## src/rtl/hazard_scoreboard.sv

```systemverilog
// rtl/hazard_scoreboard.sv - forwarding select and interlock unit for the in-order pipeline
//
// Tracks the destination register of every instruction in flight over DEPTH
// stages after ID (stage 0 = EX, stage DEPTH-1 = WB). Each record carries the
// first stage at which its result is visible in a pipeline latch, which lets
// multi-cycle producers such as loads stall their consumers.
//
// Ports:
//   clk, rst          clock, synchronous active-high reset
//   issue_valid       valid instruction in ID
//   issue_rd          its destination register
//   issue_we          it writes the register file
//   issue_avail       first stage index whose latch holds its result
//   rs_addr           NPORTS source addresses, port p at [p*RW +: RW]
//   rs_used           per-port read enable
//   hold              downstream freeze, latches do not advance
//   flush             squash the ID instruction
//   fwd_sel           per port: 0 = register file, k = stage k-1 latch
//   stall             ID must hold this cycle
//   stall_count       cycles stalled (hold=0), wrapping
module hazard_scoreboard #(
    parameter int RW     = 5,
    parameter int NPORTS = 2,
    parameter int DEPTH  = 3,
    parameter int SEL_W  = $clog2(DEPTH + 1),
    parameter int CNT_W  = 32
) (
    input  logic                    clk,
    input  logic                    rst,
    input  logic                    issue_valid,
    input  logic [RW-1:0]           issue_rd,
    input  logic                    issue_we,
    input  logic [SEL_W-1:0]        issue_avail,
    input  logic [NPORTS*RW-1:0]    rs_addr,
    input  logic [NPORTS-1:0]       rs_used,
    input  logic                    hold,
    input  logic                    flush,
    output logic [NPORTS*SEL_W-1:0] fwd_sel,
    output logic                    stall,
    output logic [CNT_W-1:0]        stall_count
);

    logic             pipe_valid [DEPTH];
    logic [RW-1:0]    pipe_rd    [DEPTH];
    logic [SEL_W-1:0] pipe_avail [DEPTH];

    logic [NPORTS-1:0] stall_req;
    logic              push;
    logic [SEL_W-1:0]  avail_clamped;

    // Walk from oldest to youngest so the last match written is the youngest
    // producer; that record alone decides forward vs. stall for the port.
    always_comb begin
        fwd_sel   = '0;
        stall_req = '0;
        for (int p = 0; p < NPORTS; p++) begin
            if (rs_used[p] && (rs_addr[p*RW +: RW] != '0)) begin
                for (int k = DEPTH - 1; k >= 0; k--) begin
                    if (pipe_valid[k] && (pipe_rd[k] == rs_addr[p*RW +: RW])) begin
                        if (SEL_W'(k) >= pipe_avail[k]) begin
                            fwd_sel[p*SEL_W +: SEL_W] = SEL_W'(k + 1);
                            stall_req[p]              = 1'b0;
                        end else begin
                            fwd_sel[p*SEL_W +: SEL_W] = '0;
                            stall_req[p]              = 1'b1;
                        end
                    end
                end
            end
        end
    end

    // A flushed ID instruction dies, so it neither stalls nor records.
    assign stall = issue_valid & ~flush & (|stall_req);
    assign push  = issue_valid & ~stall & ~flush & issue_we & (issue_rd != '0);

    // A producer claiming availability beyond WB is treated as available at WB.
    assign avail_clamped = (issue_avail >= SEL_W'(DEPTH)) ? SEL_W'(DEPTH - 1) : issue_avail;

    always_ff @(posedge clk) begin
        if (rst) begin
            for (int k = 0; k < DEPTH; k++) begin
                pipe_valid[k] <= 1'b0;
                pipe_rd[k]    <= '0;
                pipe_avail[k] <= '0;
            end
            stall_count <= '0;
        end else if (!hold) begin
            for (int k = 1; k < DEPTH; k++) begin
                pipe_valid[k] <= pipe_valid[k-1];
                pipe_rd[k]    <= pipe_rd[k-1];
                pipe_avail[k] <= pipe_avail[k-1];
            end
            // A stall inserts a bubble here, letting the producer move on.
            pipe_valid[0] <= push;
            pipe_rd[0]    <= push ? issue_rd : '0;
            pipe_avail[0] <= push ? avail_clamped : '0;
            if (stall) begin
                stall_count <= stall_count + CNT_W'(1);
            end
        end
    end

endmodule

```

## config.mk

```make
export PLATFORM = sky130hd
export DESIGN_NAME = hazard_scoreboard
export DESIGN_NICKNAME = d
export VERILOG_FILES = /design/src/rtl/hazard_scoreboard.sv
export SDC_FILE = /design/constraint.sdc
export NUM_CORES = 1
export LEC_CHECK = 0
export ABC_AREA = 0
export CORE_MARGIN = 2
export CORE_UTILIZATION = 35
export CTS_BUF_LIST = sky130_fd_sc_hd__clkbuf_8
export DETAILED_ROUTE_END_ITERATION = 16
export MAX_ROUTING_LAYER = met4
export PLACE_DENSITY = 0.63
export SLEW_MARGIN = 30
export SYNTH_ARGS = -nofsm -noshare
export SYNTH_HDL_FRONTEND = slang
export SYNTH_SLANG_ARGS = --single-unit
```

## constraint.sdc

```tcl
create_clock -name clk -period 3.5 [get_ports clk]
set_clock_uncertainty 0.05 [all_clocks]
set_input_delay 0.7 -clock clk [delete_from_list [all_inputs] [get_ports clk]]
set_output_delay 0.7 -clock clk [all_outputs]
set_load 0.01 [all_outputs]
```

# Word level (Yosys, flattened, before mapping)
# Memories as Yosys holds them, arrays and structs flattened.
# Cells that the tools add are included.
# word_totals
reg_bits,32
ramBits,24
in_bits,25
out_inout_bits,37
wordCells,85
memories,3
# memory_table
memory,words,word_bits,read_ports,rd_ports_with_merged_regs,wr,line,source
pipe_rd,3,5,3,0,3,44,logic [RW-1:0] pipe_rd [DEPTH];
pipe_avail,3,2,3,0,3,45,logic [SEL_W-1:0] pipe_avail [DEPTH];
pipe_valid,3,1,3,0,3,43,logic pipe_valid [DEPTH];
# classes
addsub,1
order_cmp,4
n_eq_ne,6
muxes,39
bitwise,18
reduce_logical,13
# op_table
operator,count
$add 32x1->32 const B,1
$eq 5x5->1,6
$mux 2,15
$mux 1,20
$mux 5,4
$reduce_bool 5->1,3
$or 1x1->1,9
$logic_and 1x1->1,8
$and 1x1->1,6
$ge 1x2->1 const A,2
$not 1->1,3
$ge 2x2->1 const A,1
$ge 2x2->1 const B,1
$reduce_and 2->1,1
$reduce_or 2->1,1

# Longest topological paths before layout
# An unclocked memory read counts as a cell.
# logic_depth
ltp_word,16
ltp_mapped,9
ltp_nobuf,7

# Worst setup path after synthesis
# OpenSTA, ideal clock, no wires.
# synth_path
kind,in2out
from,input rs_addr[1]
to,output stall
t_arrival_ps,2263
t_required_ps,2750
path_slack_ps,487
cell_stages,7
n_path_buf,2
path_cell_list,or4_1 o21ai_1 a31o_1 a2bb2oi_2 buf_2 buf_2 nor2_1
# synth_between
elab_chain_len,8
word_cells_on_any_way,14
classes_between,3 x eq/ne; 4 x mux; 1 x bitwise; 6 x reduce/logical
# synth_rtl
item,line,source
from (decl),34,"input logic [NPORTS*RW-1:0] rs_addr,"
$eq 5x5->1,59,if (pipe_valid[k] && (pipe_rd[k] == rs_addr[p*RW +: RW])) begin
$logic_and 1x1->1,59,
$mux 1 (3 in a row),59,
$mux 1 *,57,if (rs_used[p] && (rs_addr[p*RW +: RW] != '0)) begin
$reduce_or 2->1 *,74,assign stall = issue_valid & ~flush & (|stall_req);
$and 1x1->1 *,74,
to (decl),39,"output logic stall,"
# Every way passes the cells marked *; elsewhere a longest branch is shown, timed or not.

# Worst setup path after layout
# layout_path
from,input rs_addr[3]
to,output stall
# The elaborated chain is that of the path after synthesis.

==> summary.txt <==
Logic synthesis
  • Top_reg_cell synth: dfxtp_1
  • Sequential area share after synthesis: 0.431
  • Number of synthesized flops with an enable pin: 24
  • Post-Syn Nets: around 370
  • Distinct cells, synth: 45
  • Syn Std Cell Area: 0.00316 mm2
  • Ys async rst share: 0
  • Post-synthesis cell count: about 340
  • Synth Area per Inst: approximately 9.3 um2
  • #FFs+latches synth: 56
  • Synth warn: 0

Global routing
  • First-pass GRT wire length: 13800 um
  • Vias in the first global route: between 2000 and 3000
  • Largest net degree at the start of global routing: 36
  • Total GRT Usage: 0.178
  • Antenna violations before repair: 0
  • Grt ovf: 0

Routing
  • Post-Route WL: 8290 um
  • First-pass iteration count of the detailed router: 4
  • Drt wl/cell: roughly 16 um
  • Via count: slightly below 3000
  • Remaining DRCs: 0
  • Final ANT Viol Nets: 0
  • Number of DRC markers in iteration 0: 151
  • Vias per cell: 5.46

Worst hold path
  • Min-Delay Path Class: flop to flop

Timing
  • Slew @ Worst Pin: 0.784 ns
  • Final setup viols: 0
  • Normalized max-slew margin: 0.475
  • Period minus WS final: 3.34 ns
  • Final hold violations: 0
  • Worst hold slack: approximately 0.44 ns
  • Final Cycle Share: 0.956
  • RSZ-0062 raised after global routing: false
  • Slew Limit Fails: 0
  • Fmax: ~300 MHz

Die
  • Core area: about 0.0087 mm2
  • Die width: 99.0 um
  • FP Rows: 34
  • I/O pin cnt: between 60 and 70
  • Die Area: 0.00979 mm2
  • Die H: 99.0 um
  • Starting density of the core: 0.362

Clocking
  • Clk slew on worst S/H paths: roughly 0.1 ns
  • Clock sink total: 56
  • Clock Tree Root: clkbuf_8
  • Clk_lat worst skew: about 0.31 ns
  • CTS tree: done
  • CTS buffer count: 5
  • Post-CTS setup buffer count: 0
  • CTS Buffer Depth: 2
  • H-tree depth: 2

Finish
  • Area growth syn-to-layout: 31.1%
  • Nets@finish: between 400 and 500
  • FILL cells: 847
  • Layout cells sized above 1: 0.114
  • N_diodes: 0
  • Finished Layout Cells: 528

Power
  • Clock power frac: 0.292
  • Switching power: 288 uW
  • Sequential fraction of design power: 0.599
  • Pwr/cell area: around 290 mW/mm2
  • Switching Fraction: 0.242
  • Maximum VDD drop: 181 uV
  • Overall power: 1.19 mW
  • P_int: 901 uW
  • Logic pwr share: 0.109
  • Leakage: 1.46 nW

Worst setup path
  • Startpoint types: input port
  • Max Fanout on Critical Path: 2
  • Setup crit end kind: primary output
  • Critical Path RT: 2.75 ns
  • CP Class: input port to primary output
  • Crit path DAT: about 2.6 ns

Place
  • GP Congestion: ~0.87
  • Inst Count DP: 520
  • Port Buf Inserts: just over 60
  • Post-DP HPWL: 6170 um

Job
  • Max Cap Violations: 0

Outcome
  • Run status: finished clean
-- cells in the mapped netlist, types with 2 or more instances --
master | n | area (um2)
dfxtp_1 | 32 | 641
a21oi_1 | 30 | 150
and2_1 | 29 | 181
edfxtp_1 | 24 | 721
nand2_1 | 22 | 82.6
or4_1 | 19 | 143
o31ai_1 | 17 | 128
xor2_1 | 15 | 131
o21ai_0 | 14 | 70.1
nor2_1 | 13 | 48.8
xnor2_1 | 13 | 114
clkbuf_1 | 12 | 45.0
nand3_1 | 10 | 50.1
or3_1 | 10 | 62.6
and3_1 | 8 | 50.1
inv_1 | 8 | 30.0
nand4_1 | 8 | 50.1
and4_1 | 6 | 52.6
o2111ai_1 | 5 | 43.8
nor2b_1 | 4 | 25.0
nor3_1 | 4 | 20.0
nor3b_1 | 4 | 30.0
nor4_1 | 4 | 25.0
buf_2 | 3 | 15.0
nand2b_1 | 3 | 18.8
a2bb2oi_2 | 2 | 30.0
mux2_2 | 2 | 22.5
o41ai_1 | 2 | 17.5
or2_2 | 2 | 12.5
-- power by group through the flow --
stage          Combinational, mW  Sequential (mW)  Clock [mW]
6_report                   0.130            0.712       0.347
5_1_grt                    0.142            0.714       0.384
4_1_cts                    0.129            0.712       0.357
3_5_place_dp               0.131            0.727           0
3_3_place_gp               0.129            0.727           0
2_1_floorplan             0.0627            0.721           0
-- final cells by class --
class | count | area [um2] | area share
clock buffers | 5 | 68.8 | 0.0166
clock inverters | 3 | 15.0 | 0.00363
inverters | 8 | 30.0 | 0.00726
multi-input cells | 260 | 1710 | 0.414
flip-flops and latches | 56 | 1360 | 0.329
well taps | 108 | 135 | 0.0327
repair buffers | 88 | 813 | 0.197
-- through the flow --
step / setup TNS (ns) / util / setup slack (ns) / cell area [um2]
global placement: -1.09 / 0.464 / -0.383 / 4050
global route: 0 / 0.474 / 0.0267 / 4140
floorplan: 0 / - / 0.487 / 3160
detailed placement: -1.15 / 0.464 / -0.383 / 4050
CTS: -0.0361 / 0.472 / -0.0361 / 4120
finish: 0 / 0.474 / 0.156 / 4140
-- placed cells by master (no fill, tap or decap), types with 3 or more instances in the layout --
cell type,instances
buf_4,26
nand4_1,8
edfxtp_1,24
inv_1,9
xnor2_1,13
or3_1,10
xor2_1,15
a21oi_1,30
or4_1,19
o21ai_0,13
and4_1,6
o31ai_1,17
dlygate4sd2_1,8
nor4_2,3
o2111ai_1,5
clkdlybuf4s50_1,48
and2_1,29
and3_1,8
nand3_1,10
nor2_1,13
dlymetal6s2s_1,3
nand2b_1,3
dfxtp_1,32
nand2_1,22
nor3_1,4
nor3b_1,3
clkbuf_8,5
nor2b_1,4
-- sequential cells by signal (all words and copies together) (netlist names) --
signal,count
pipe_avail,6
pipe_rd,15
pipe_valid,3
stall_count,32
-- path summary, 6_finish.rpt --
check                                      from               to  slack (ns)  cells after the start
worst min register to register  stall_count[31]  stall_count[31]        0.44                      2
worst max-delay path                 rs_addr[3]            stall        0.16                      8
worst min-delay path            stall_count[31]  stall_count[31]        0.44                      2
worst max register to register   pipe_rd[0][12]  stall_count[14]        0.77                      9
-- worst max-delay path, stage by stage --
cell	delay, ns
clkdlybuf4s50_1	0.44
xor2_1	0.15
nor4_1	0.29
o2111ai_1	0.19
o221a_1	0.31
a2bb2oi_2	0.15
nor2_1	0.19
clkbuf_2	0.17
-- cells by family after synthesis --
logic type | count (synthesis) | synth area share
and+or+nand+nor | 149 | 0.280
adders and majority gates | 1 | 0.00396
xor gates and xnor gates | 28 | 0.0777
buffers and inverters | 25 | 0.0321
muxes | 3 | 0.0103
AOI/OAI and AO/OA | 79 | 0.164
DFF | 56 | 0.431
-- metal layers --
layer | vias up | GRT usage | routed length, um
met1 | 1369 | 0.230 | 3720
met2 | 69 | 0.290 | 4080
met4 | 0 | 0.0527 | 131
li1 | 1434 | - | -
met5 | - | - | 0
met3 | 10 | 0.0241 | 371
-- timing repair --
item / in CTS / in global routing
pin swaps: 3 / 2
endpoints found under the setup margin: 5 / 3
hold buffers: 0 / 0
resized for setup: 11 / 11
Power figures use the tool's default switching activity.
